==> src/rtl/pc_seq_ctrl.sv <==
// Program-counter sequencer: entry-point launch, conditional relative branches, stall, halt.
// Optional return-address stack enabled by defining PC_CALL_STACK_EN.
module pc_seq_ctrl #(
  parameter int PC_W        = 10,
  parameter int BAMT_W      = 10,
  parameter int NUM_PROGS   = 3,
  parameter logic [NUM_PROGS*PC_W-1:0] PROG_BASE = {10'd44, 10'd25, 10'd0},
  parameter int STACK_DEPTH = 4,
  localparam int SEL_W      = (NUM_PROGS > 1) ? $clog2(NUM_PROGS) : 1
) (
  input  logic              clk,
  input  logic              reset,
  input  logic              start_i,
  input  logic [SEL_W-1:0]  prog_sel_i,
  input  logic              stall_i,
  input  logic [2:0]        br_type_i,
  input  logic              z_i,
  input  logic              lt_i,
  input  logic [BAMT_W-1:0] bamt_i,
  output logic [PC_W-1:0]   pc_o,
  output logic              running_o,
  output logic              done_o,
  output logic              stack_err_o
);

  typedef enum logic [1:0] {S_IDLE, S_RUN, S_HALT} state_t;

  localparam logic [2:0] BR_NOP  = 3'd0;
  localparam logic [2:0] BR_BA   = 3'd1;
  localparam logic [2:0] BR_BL   = 3'd2;
  localparam logic [2:0] BR_BG   = 3'd3;
  localparam logic [2:0] BR_BE   = 3'd4;
  localparam logic [2:0] BR_CALL = 3'd5;
  localparam logic [2:0] BR_RET  = 3'd6;
  localparam logic [2:0] BR_HALT = 3'd7;

  localparam logic [SEL_W:0] NUM_PROGS_L = (SEL_W+1)'(NUM_PROGS);

  state_t           state_q, state_d;
  logic [PC_W-1:0]  pc_q, pc_d;
  logic [PC_W-1:0]  pc_inc, pc_br;
  logic [PC_W-1:0]  entry_tbl [NUM_PROGS];
  logic             start_ok;

  for (genvar g = 0; g < NUM_PROGS; g++) begin : g_entry
    assign entry_tbl[g] = PROG_BASE[g*PC_W +: PC_W];
  end

  // Size cast of a signed operand sign-extends the offset to PC_W.
  assign pc_inc   = pc_q + PC_W'(1);
  assign pc_br    = pc_q + PC_W'($signed(bamt_i));
  assign start_ok = start_i && ({1'b0, prog_sel_i} < NUM_PROGS_L);

`ifdef PC_CALL_STACK_EN
  localparam int SP_W  = $clog2(STACK_DEPTH + 1);
  localparam int IDX_W = (STACK_DEPTH > 1) ? $clog2(STACK_DEPTH) : 1;

  logic [SP_W-1:0]  sp_q, sp_d;
  logic             err_q, err_d;
  logic             push_en;
  logic [PC_W-1:0]  stack_q [STACK_DEPTH];
  logic [PC_W-1:0]  stack_top;

  assign stack_top = stack_q[IDX_W'(sp_q - SP_W'(1))];

  always_ff @(posedge clk) begin
    if (push_en) stack_q[IDX_W'(sp_q)] <= pc_inc;
  end
`endif

  always_comb begin
    state_d = state_q;
    pc_d    = pc_q;
`ifdef PC_CALL_STACK_EN
    sp_d    = sp_q;
    err_d   = err_q;
    push_en = 1'b0;
`endif
    if (start_ok) begin
      pc_d    = entry_tbl[prog_sel_i];
      state_d = S_RUN;
`ifdef PC_CALL_STACK_EN
      sp_d    = '0;
      err_d   = 1'b0;
`endif
    end else if (state_q == S_RUN && !stall_i) begin
      pc_d = pc_inc;
      unique case (br_type_i)
        BR_BA:   pc_d = pc_br;
        BR_BL:   if (lt_i)  pc_d = pc_br;
        BR_BG:   if (!lt_i) pc_d = pc_br;
        BR_BE:   if (z_i)   pc_d = pc_br;
        BR_HALT: begin
          pc_d    = pc_q;
          state_d = S_HALT;
        end
`ifdef PC_CALL_STACK_EN
        BR_CALL: begin
          if (sp_q == SP_W'(STACK_DEPTH)) begin
            pc_d    = pc_q;
            err_d   = 1'b1;
            state_d = S_HALT;
          end else begin
            pc_d    = pc_br;
            push_en = 1'b1;
            sp_d    = sp_q + SP_W'(1);
          end
        end
        BR_RET: begin
          if (sp_q == '0) begin
            pc_d    = pc_q;
            err_d   = 1'b1;
            state_d = S_HALT;
          end else begin
            pc_d = stack_top;
            sp_d = sp_q - SP_W'(1);
          end
        end
`else
        // Without the stack, CALL degenerates to an always-taken branch.
        BR_CALL: pc_d = pc_br;
        BR_RET:  pc_d = pc_inc;
`endif
        BR_NOP:  pc_d = pc_inc;
        default: pc_d = pc_inc;
      endcase
    end
  end

  always_ff @(posedge clk or posedge reset) begin
    if (reset) begin
      state_q <= S_IDLE;
      pc_q    <= '0;
`ifdef PC_CALL_STACK_EN
      sp_q    <= '0;
      err_q   <= 1'b0;
`endif
    end else begin
      state_q <= state_d;
      pc_q    <= pc_d;
`ifdef PC_CALL_STACK_EN
      sp_q    <= sp_d;
      err_q   <= err_d;
`endif
    end
  end

  assign pc_o      = pc_q;
  assign running_o = (state_q == S_RUN);
  assign done_o    = (state_q == S_HALT);
`ifdef PC_CALL_STACK_EN
  assign stack_err_o = err_q;
`else
  assign stack_err_o = 1'b0;
`endif

endmodule

==> config.mk <==
export PLATFORM = sky130hd
export DESIGN_NAME = pc_seq_ctrl
export DESIGN_NICKNAME = d
export VERILOG_FILES = /design/src/rtl/pc_seq_ctrl.sv
export SDC_FILE = /design/constraint.sdc
export NUM_CORES = 1
export LEC_CHECK = 0
export CORE_MARGIN = 2
export CORE_UTILIZATION = 51
export CTS_CLUSTER_SIZE = 12
export DETAILED_ROUTE_END_ITERATION = 8
export PLACE_DENSITY = 0.85
export SLEW_MARGIN = 20
export SYNTH_ARGS = -nofsm -noshare
export SYNTH_HDL_FRONTEND = slang
export SYNTH_SLANG_ARGS = --single-unit
==> constraint.sdc <==
create_clock -name clk -period 2.8 [get_ports clk]
set_input_delay 0.42 -clock clk [delete_from_list [all_inputs] [get_ports clk]]
set_output_delay 0.42 -clock clk [all_outputs]
set_load 0.02 [all_outputs]
==> out/results.txt, run 1 <==
drt initial violations -> 94
CTS tree -> done
Vias/cell -> 6.48
final setup vio count -> 0
worst hold slack -> 0.446 ns
# rows -> 19
Port Buf Inserts -> 32
# diodes -> 0
r2r endpoint -> pc_o[6]
fin cells -> 246
Arrival @ worst endpoint -> 2.43 ns
commonest cells after routing, fill and taps aside -> 32 x clkdlybuf4s50_1, 14 x nand2_1, 13 x ha_1
primary flip-flop cell chosen by synthesis mapping -> dfrtp_1
fillers -> 256
leading area contributor after synthesis -> dfrtp_1
post-synthesis cell area -> 1520 µm²
DRT Pass-1 Iters -> 4
Setup Skew -> 0.00763 ns
Relative slew margins -> 64.9%
Max IR drop VDD -> 0.423 mV
Post-Place Cells -> 242
Min Clock Period, post-route -> 2.25 ns
worst reg2reg path depth -> 7
Root Driver -> clkbuf_4
Syn Area/Cell -> 8.19 µm²
Final ANT Viol Nets -> 0
postcts setup bufs -> 0
Startpoint Class -> input pin
Total Wirelength -> 4.12 mm
Clock Power Share -> 15.7%
Max Clk Rate -> 0.445 GHz
Overall Global Routing Usage -> 26.7%
number of flops mapped to enable cells by yosys -> 0
met3 wire len -> 422 µm
CP required -> 2.99 ns
Reg power frac -> 27.8%
share of the synthesized area in the top cell type -> 19.8%
grt total ovfl -> 0
ys async rst share -> 100%
I/O pins -> 34
routed vias -> 1593
core outline area -> 2780 µm²
CP Capture Type -> register
RSZ-0062 raised after global routing -> false
Pleak -> 0.756 nW
number of antenna violations at the first check in global routing -> 0
switching power total -> 0.000431 W
Cell variety after synth -> 59
Final nets -> 251
Residual DRC -> 0
Ys Warns -> 0
combinational fraction of design power -> 56.5%
metal2 WL -> 1.96 mm
Clk Latency, worst-skew pair -> 0.29 ns
met1 wire length -> 1.67 mm
Area contributors post-synth -> dfrtp_1 20%, ha_1 11%, o21ai_0 4.0%, a31oi_1 3.7%, nand3_1 3.6%
share of cells above drive strength 1 -> 9.77%
Pins Over Slew Limit -> 0
worst min path class -> in -> async
critical path type -> in -> reg
Synth Register Bits -> 12
Cells after Synth -> 185
Hold Fails Final Rpt -> 0
synth-to-layout area growth -> 23.5%
register-to-register setup slack -> 0.60 ns
global-route wire length before repair -> 7.01 mm
gpl congestion -> 0.931
CP Max Fanout -> 4
setup TNS -> 0 ns
max-capacitance violation count -> 0
CTS hold repair buffers -> 0
PD cells -> 512 nW/µm²
Syn Nets -> 220
uppermost routed layer -> met4
Worst-Margin Slew -> 0.521 ns
period utilization -> 80.3%
clock-pin slew on the worst setup and hold paths -> 0.09 ns
Sw Share -> 45.0%
die area -> 3420 µm²
Die Ht -> 58.5 µm
vias in the first global route -> 1491
Longest Clk Path Bufs -> 2
CTS Sinks -> 12
Gates resized, CTS repair -> 0
CTS Buf Count -> 3
largest net degree at the start of global routing -> 13
FF-to-FF Start -> pc_o[0]
Final HPWL DP -> 3.17 mm
most common cell after layout, fill and taps aside -> clkdlybuf4s50_1
outcome -> finished, final reports clean
H-tree depth -> 1
DR WL/cell -> 16.8 µm
Starting Density -> 54.5%
Seq/Total Area, Yosys -> 19.8%
chip width -> 58.5 µm
Internal -> 0.000527 W
-- kinds of logic after synthesis --
group	count (synthesis)	share of synthesized area, %
other	1	0.247
AO/OA/AOI/OAI	63	29.6
multiplexers	1	0.661
adder cells (fa/ha/maj)	14	12.1
AND/OR/NAND/NOR	68	26.1
buffers and inverters	18	6.94
XOR/XNOR	8	4.62
flip-flops	12	19.8
-- area by class of cell --
cell class | count | area, µm² | share of cell area [%]
clock buffers | 4 | 36.3 | 1.94
inverters | 7 | 27.5 | 1.47
multi-input cells | 155 | 1110 | 59.3
flip-flops and latches | 12 | 300 | 16.1
well taps | 31 | 38.8 | 2.07
repair buffers | 37 | 358 | 19.1
-- critical path, stage by stage --
cell	delay [ns]
clkdlybuf4s50_1	0.46
ha_1	0.32
a21o_1	0.18
a41o_1	0.26
nor4_1	0.40
nor3_1	0.11
o32ai_1	0.29
-- power by group through the flow --
| stage | combinational (W) | sequential, W | clock [W] |
|---|---|---|---|
| 2_1_floorplan | 0.000337 | 0.000281 | 0 |
| 3_3_place_gp | 0.000512 | 0.000267 | 0 |
| 3_5_place_dp | 0.000531 | 0.000268 | 0 |
| 4_1_cts | 0.000535 | 0.000265 | 0.000150 |
| 5_1_grt | 0.000593 | 0.000274 | 0.000154 |
| 6_report | 0.000541 | 0.000266 | 0.000150 |
-- Yosys cell counts, types with 2 or more instances --
cell type	number
o21ai_1	3
o21a_1	2
buf_6	2
nor3_1	7
a21oi_1	10
clkbuf_1	2
nand3_1	11
dfrtp_1	12
xnor2_1	5
nor2b_1	5
o31a_1	2
a211oi_1	2
ha_1	13
or3_1	2
nand4_1	2
buf_2	2
a41oi_1	2
and2_1	3
a21o_1	2
inv_1	6
buf_4	5
o21ai_0	12
nor2_1	10
a31oi_1	9
o31ai_1	2
xor2_1	3
o2111ai_1	4
nand2_1	14
-- worst max-delay path by stage --
stage	from	endpoint	slack [ns]	depth (start not counted)
global placement	bamt_i[0]	pc_o[6]	0.35	8
global route	bamt_i[1]	pc_o[9]	0.36	7
detailed placement	bamt_i[1]	pc_o[9]	0.23	7
finish	bamt_i[1]	pc_o[9]	0.55	7
floorplan	pc_o[0]	pc_o[6]	0.73	7
CTS	bamt_i[0]	pc_o[4]	0.55	8
-- through the flow --
step / power (W) / setup slack, ns / cell area, µm² / util [%]
6_report: 0.000957 / 0.553 / 1870 / 67.3
3_3_place_gp: 0.000779 / 0.350 / 1830 / 65.9
4_1_cts: 0.000949 / 0.553 / 1870 / 67.3
5_1_grt: 0.00102 / 0.360 / 1870 / 67.3
2_1_floorplan: 0.000618 / 0.735 / 1520 / -
3_5_place_dp: 0.000798 / 0.225 / 1830 / 65.9
-- layer usage --
metal	track usage, %	vias up
li1	-	766
met1	35.8	730
met2	42.7	88
met3	4.62	9
met4	11.0	0
met5	0	-
-- state kept, by name (all words and copies together), names as in the netlist --
signal	count
state_q	2
pc_o	10
Power figures use the tool's default switching activity.
==> inputs of run 2 (changes only) <==
==> constraint.sdc (replaced) <==
create_clock -name clk -period 2.3 [get_ports clk]
set_input_delay 0.345 -clock clk [delete_from_list [all_inputs] [get_ports clk]]
set_output_delay 0.345 -clock clk [all_outputs]
set_load 0.02 [all_outputs]
==> run 2 against run 1 <==
Effect of this change:
- total power grew 21%
- worst setup slack worse by 0.38 ns
- cell count is 2.4% higher
- die area unchanged
- global-route usage grew 1.0 points
- largest power group unchanged
==> out/results.txt, run 2 (synthesis gave the netlist of run 1 again) <==
outcome -> finished, final reports clean
Relative slew margins -> 63.9% (-1.0 points)
routed vias -> 1630 (+2.3%)
PD cells -> 608 nW/µm² (+19%)
chip width -> 58.5 µm (unchanged)
Longest Clk Path Bufs -> 2 (unchanged)
Hold Fails Final Rpt -> 0 (unchanged)
die area -> 3420 µm² (unchanged)
Top cell by count, worst path -> a21oi_1
CTS tree -> done
period utilization -> 92.4%
final setup vio count -> 0 (unchanged)
Startpoint Class -> input pin
Vias/cell -> 6.47 (-0.11%)
postcts setup bufs -> 0 (unchanged)
Setup Skew -> 0.00203 ns (-0.00560 ns)
largest net degree at the start of global routing -> 13 (unchanged)
core outline area -> 2780 µm² (unchanged)
pre-CTS setup slack -> -0.111 ns (-0.336 ns)
Port Buf Inserts -> 32 (unchanged)
critical path type -> in -> reg
Final HPWL DP -> 3.48 mm (+9.7%)
most common cell after layout, fill and taps aside -> clkdlybuf4s50_1
Final WS setup -> 0.176 ns (-0.377 ns)
Clk Latency, worst-skew pair -> 0.28 ns (about the same)
Min Clock Period, post-route -> 2.12 ns
CP Capture Type -> register
critical path, cell by cell -> clkdlybuf4s50_1 -> ha_1 -> fa_1 -> a21oi_1 -> o2111ai_1 -> a21oi_1 -> nor4b_2 -> o31a_1
Crit-path slowest cell -> clkdlybuf4s50_1
setup TNS -> 0 ns (unchanged)
Starting Density -> 54.5% (unchanged)
Arrival @ worst endpoint -> 2.29 ns (-0.14 ns)
max-capacitance violation count -> 0 (unchanged)
fillers -> 235 (-8.2%)
Overall Global Routing Usage -> 27.8% (+1.0 points)
CTS Buf Count -> 3 (unchanged)
CTS hold repair buffers -> 0 (unchanged)
Gates resized, CTS repair -> 0 (unchanged)
clock-pin slew on the worst setup and hold paths -> 0.09 ns (about the same)
DR WL/cell -> 17.4 µm (+3.9%)
DRT Pass-1 Iters -> 4 (unchanged)
CTS Sinks -> 12 (unchanged)
CP required -> 2.47 ns (-0.52 ns)
Final nets -> 258 (+2.8%)
worst min path class -> in -> async
max FFs per register -> 10 (unchanged)
Pins Over Slew Limit -> 0 (unchanged)
total chip power -> 0.00116 W (+21%)
register area -> 300 µm² (unchanged)
vias in the first global route -> 1571 (+5.4%)
Residual DRC -> 0 (unchanged)
CP Max Fanout -> 3 (-1)
H-tree depth -> 1 (unchanged)
grt total ovfl -> 0 (unchanged)
Max Clk Rate -> 0.471 GHz
I/O pins -> 34 (unchanged)
Total Wirelength -> 4.39 mm (+6.4%)
slowest stage delay, CP -> 0.41 ns (-0.05 ns)
Worst-Margin Slew -> 0.541 ns (+0.0193 ns)
commonest cells after routing, fill and taps aside -> 32 x clkdlybuf4s50_1, 14 x nand2_1, 13 x ha_1
RSZ-0062 raised after global routing -> false
worst reg2reg path depth -> 7 (unchanged)
Final ANT Viol Nets -> 0 (unchanged)
# diodes -> 0 (unchanged)
global-route wire length before repair -> 7.18 mm (+2.5%)
Die Ht -> 58.5 µm (unchanged)
drt initial violations -> 113 (+20%)
Pleak -> 0.783 nW (+3.6%)
FF-to-FF Start -> pc_o[1]
r2r endpoint -> pc_o[9]
synth-to-layout area growth -> 26.0%
Max IR drop VDD -> 0.391 mV (-7.5%)
multi-input logic area -> 1110 µm² (unchanged)
register-to-register setup slack -> 0.25 ns (-0.35 ns)
number of antenna violations at the first check in global routing -> 0 (unchanged)
share of cells above drive strength 1 -> 12.2% (+2.4 points)
# rows -> 19 (unchanged)
gpl congestion -> 0.875 (-6.0%)
Root Driver -> clkbuf_4
==> run 2: layout make-up <==
type | count | area share (%)
Clock buffer | 3 | 1.18
Sequential cell | 12 | 15.7
Tap cell | 31 | 2.03
Timing Repair Buffer | 44 | 21.5
Inverter | 7 | 1.44
Multi-Input combinational cell | 155 | 58.1
==> run 2: worst max path at each step <==
stage,start,end,slack [ns],cells past startpoint
after floorplan,pc_o[0],pc_o[6],0.23,7
after global placement,bamt_i[0],pc_o[6],-0.06,8
after detailed placement,bamt_i[0],pc_o[8],-0.11,8
after CTS,bamt_i[0],pc_o[8],0.18,8
after global routing,bamt_i[0],pc_o[6],0.1,8
final,bamt_i[0],pc_o[8],0.18,8
==> run 2: critical path: cells and delay by family <==
family | cells | cell delay (ns)
buffers and inverters | 1 | 0.41
AOI/OAI and AO/OA | 4 | 0.86
and+or+nand+nor | 1 | 0.07
adders and majority gates | 2 | 0.60
==> run 2: power breakdown <==
part / leakage, nW / switching, W / internal, W
registers: 0.148 / 0.0000648 / 0.000247
logic: 0.621 / 0.000386 / 0.000321
clock network: 0.0138 / 0.0000810 / 0.0000607
==> run 2: stage by stage <==
stage / utilization [%] / hold slack [ns] / instances / cell area (µm²)
after CTS: 68.6 / 0.413 / 252 / 1910
after global placement: 67.8 / 0.519 / 249 / 1890
final: 68.6 / 0.397 / 252 / 1910
after detailed placement: 67.8 / 0.550 / 249 / 1890
after floorplan: - / 0.210 / 185 / 1520
after global routing: 68.6 / 0.427 / 252 / 1910
==> run 2: layer usage <==
layer	part of all wire, %	vias up	global-route usage, %	wire [µm]
met4	0.87	0	7.97	38
li1	-	774	-	-
met1	42	767	35.9	1860
met5	0	-	0	0
met3	9.0	6	3.74	395
met2	48	83	48.2	2090
==> inputs of run 3 (changes only) <==
--- a/config.mk
+++ b/config.mk
@@ -6,10 +6,10 @@
 export NUM_CORES = 1
 export LEC_CHECK = 0
 export CORE_MARGIN = 2
-export CORE_UTILIZATION = 51
+export CORE_UTILIZATION = 55
 export CTS_CLUSTER_SIZE = 12
 export DETAILED_ROUTE_END_ITERATION = 8
-export PLACE_DENSITY = 0.85
+export PLACE_DENSITY = 0.9
 export SLEW_MARGIN = 20
 export SYNTH_ARGS = -nofsm -noshare
 export SYNTH_HDL_FRONTEND = slang
==> constraint.sdc (replaced) <==
create_clock -name clk -period 2.5 [get_ports clk]
set_input_delay 0.375 -clock clk [delete_from_list [all_inputs] [get_ports clk]]
set_output_delay 0.375 -clock clk [all_outputs]
set_load 0.02 [all_outputs]
==> run 3 against run 2 <==
Effect of this change:
- largest cell class unchanged
- register-to-register slack gained 0.096 ns
- total power down 4.8%
- first-iteration DRC count grew 13%
- clock skew increased by 0.0019 ns
- via count increased by 0.80%
- non-clock buffer count decreased by 1
- clock power up 24%
- cell area grew 0.33%
- global-route usage up 1.5 points
- worst hold slack better by 0.013 ns
- sequential cell count unchanged
- highest routed layer unchanged
- sequential power decreased by 8.0%
==> out/results.txt, run 3 (synthesis gave the netlist of run 1 again) <==
outcome -> finished, final reports clean
Setup Skew -> 0.00394 ns (+0.00191 ns)
Total Wirelength -> 4.29 mm (-2.3%)
Gates resized, CTS repair -> 0 (unchanged)
Final HPWL DP -> 3.29 mm (-5.2%)
max FFs per register -> 10 (unchanged)
DP Area -> 1880 µm² (-0.40%)
Hold Fails Final Rpt -> 0 (unchanged)
Relative slew margins -> 64.5% (+0.57 points)
H-tree depth -> 1 (unchanged)
CTS hold repair buffers -> 0 (unchanged)
Die Ht -> 56.5 µm (-3.5%)
final setup vio count -> 0 (unchanged)
Starting Density -> 56.4% (+1.9 points)
Max Clk Rate -> 0.464 GHz
fillers -> 228 (-3.0%)
Worst-Margin Slew -> 0.532 ns (-0.00853 ns)
DR WL/cell -> 17.0 µm (-2.3%)
gpl congestion -> 0.947 (+8.3%)
CTS tree -> done
Vias/cell -> 6.52 (+0.80%)
RSZ-0062 raised after global routing -> false
CP startpoint -> pc_o[0]
share of cells above drive strength 1 -> 12.2% (unchanged)
Max IR drop VDD -> 0.507 mV (+30%)
die area -> 3190 µm² (-6.8%)
global-route wire length before repair -> 7.29 mm (+1.5%)
FF-to-FF Start -> pc_o[0]
Overall Global Routing Usage -> 29.3% (+1.5 points)
clock-pin slew on the worst setup and hold paths -> 0.09 ns (about the same)
Clk Latency, worst-skew pair -> 0.30 ns (+0.02 ns)
CTS Buf Count -> 3 (unchanged)
CP required -> 2.68 ns (+0.21 ns)
Finished Cell Area -> 1920 µm² (+0.33%)
critical path type -> reg -> reg
Port Buf Inserts -> 32 (unchanged)
max-capacitance violation count -> 0 (unchanged)
routed vias -> 1643 (+0.80%)
postcts setup bufs -> 0 (unchanged)
CTS Sinks -> 12 (unchanged)
most common cell after layout, fill and taps aside -> clkdlybuf4s50_1
CP Capture Type -> register
Min Clock Period, post-route -> 2.15 ns
Final nets -> 257 (-0.39%)
PD cells -> 577 nW/µm² (-5.1%)
period utilization -> 86.1%
pre-CTS setup slack -> 0.0367 ns (+0.147 ns)
synth-to-layout area growth -> 26.4%
grt total ovfl -> 0 (unchanged)
drt initial violations -> 128 (+13%)
Final ANT Viol Nets -> 0 (unchanged)
worst min path class -> in -> async
Final WS setup -> 0.346 ns (+0.170 ns)
I/O pins -> 34 (unchanged)
core outline area -> 2690 µm² (-3.4%)
number of antenna violations at the first check in global routing -> 0 (unchanged)
largest net degree at the start of global routing -> 13 (unchanged)
setup TNS -> 0 ns (unchanged)
Longest Clk Path Bufs -> 2 (unchanged)
Pins Over Slew Limit -> 0 (unchanged)
# diodes -> 0 (unchanged)
chip width -> 56.5 µm (-3.5%)
CP Max Fanout -> 7 (+4)
commonest cells after routing, fill and taps aside -> 32 x clkdlybuf4s50_1, 14 x nand2_1, 13 x ha_1
# rows -> 19 (unchanged)
Root Driver -> clkbuf_4
Startpoint Class -> register
Pleak -> 0.785 nW (+0.29%)
vias in the first global route -> 1535 (-2.3%)
Arrival @ worst endpoint -> 2.34 ns (+0.05 ns)
Residual DRC -> 0 (unchanged)
DRT Pass-1 Iters -> 6 (+2)
run 3: path summary, 6_finish.rpt:
kind | end | cells after the start | slack (ns)
min reg2reg | state_q[0] | 2 | 0.56
max in group asynchronous | pc_o[1] | 2 | 1.73
min in group clk | state_q[0] | 2 | 0.56
max | pc_o[6] | 7 | 0.35
max reg2reg | pc_o[6] | 7 | 0.35
min | pc_o[5] | 2 | 0.41
run 3: per-layer routing:
layer | global-route usage [%] | wire length, µm | vias up
met5 | 0 | 0 | -
met4 | 11.6 | 107 | 0
met3 | 5.53 | 422 | 21
met2 | 45.8 | 1990 | 103
met1 | 39.8 | 1770 | 749
li1 | - | - | 770
run 3: area by class of cell:
type                       count  area, µm²  share of cell area, %
clock buffer                   4       36.3                   1.89
tap                           31       38.8                   2.02
timing repair buffer          43        403                   21.0
inverter                       7       27.5                   1.44
sequential                    12        300                   15.7
multi-input combinational    155       1110                   57.9
run 3: critical path, cell delays in order (launching register included):
cell       delay (ns)
dfrtp_1          0.47
ha_1             0.25
fa_1             0.41
a21oi_1          0.24
o2111ai_1        0.17
xor2_1           0.18
a41oi_1          0.22
o22ai_1          0.10
run 3: power by group:
part           switching [W]  internal (W)  leakage, nW
clock              0.0000871     0.0000890       0.0210
combinational       0.000350      0.000293        0.617
sequential         0.0000588      0.000227        0.148
run 3: stage by stage:
step                cells  util, %  hold WS [ns]  total power (W)
floorplan             185        -         0.240         0.000693
global placement      248     70.0         0.517         0.000893
detailed placement    248     70.0         0.545         0.000919
CTS                   252     71.3         0.428          0.00109
global route          252     71.3         0.444          0.00118
finish                252     71.3         0.410          0.00110
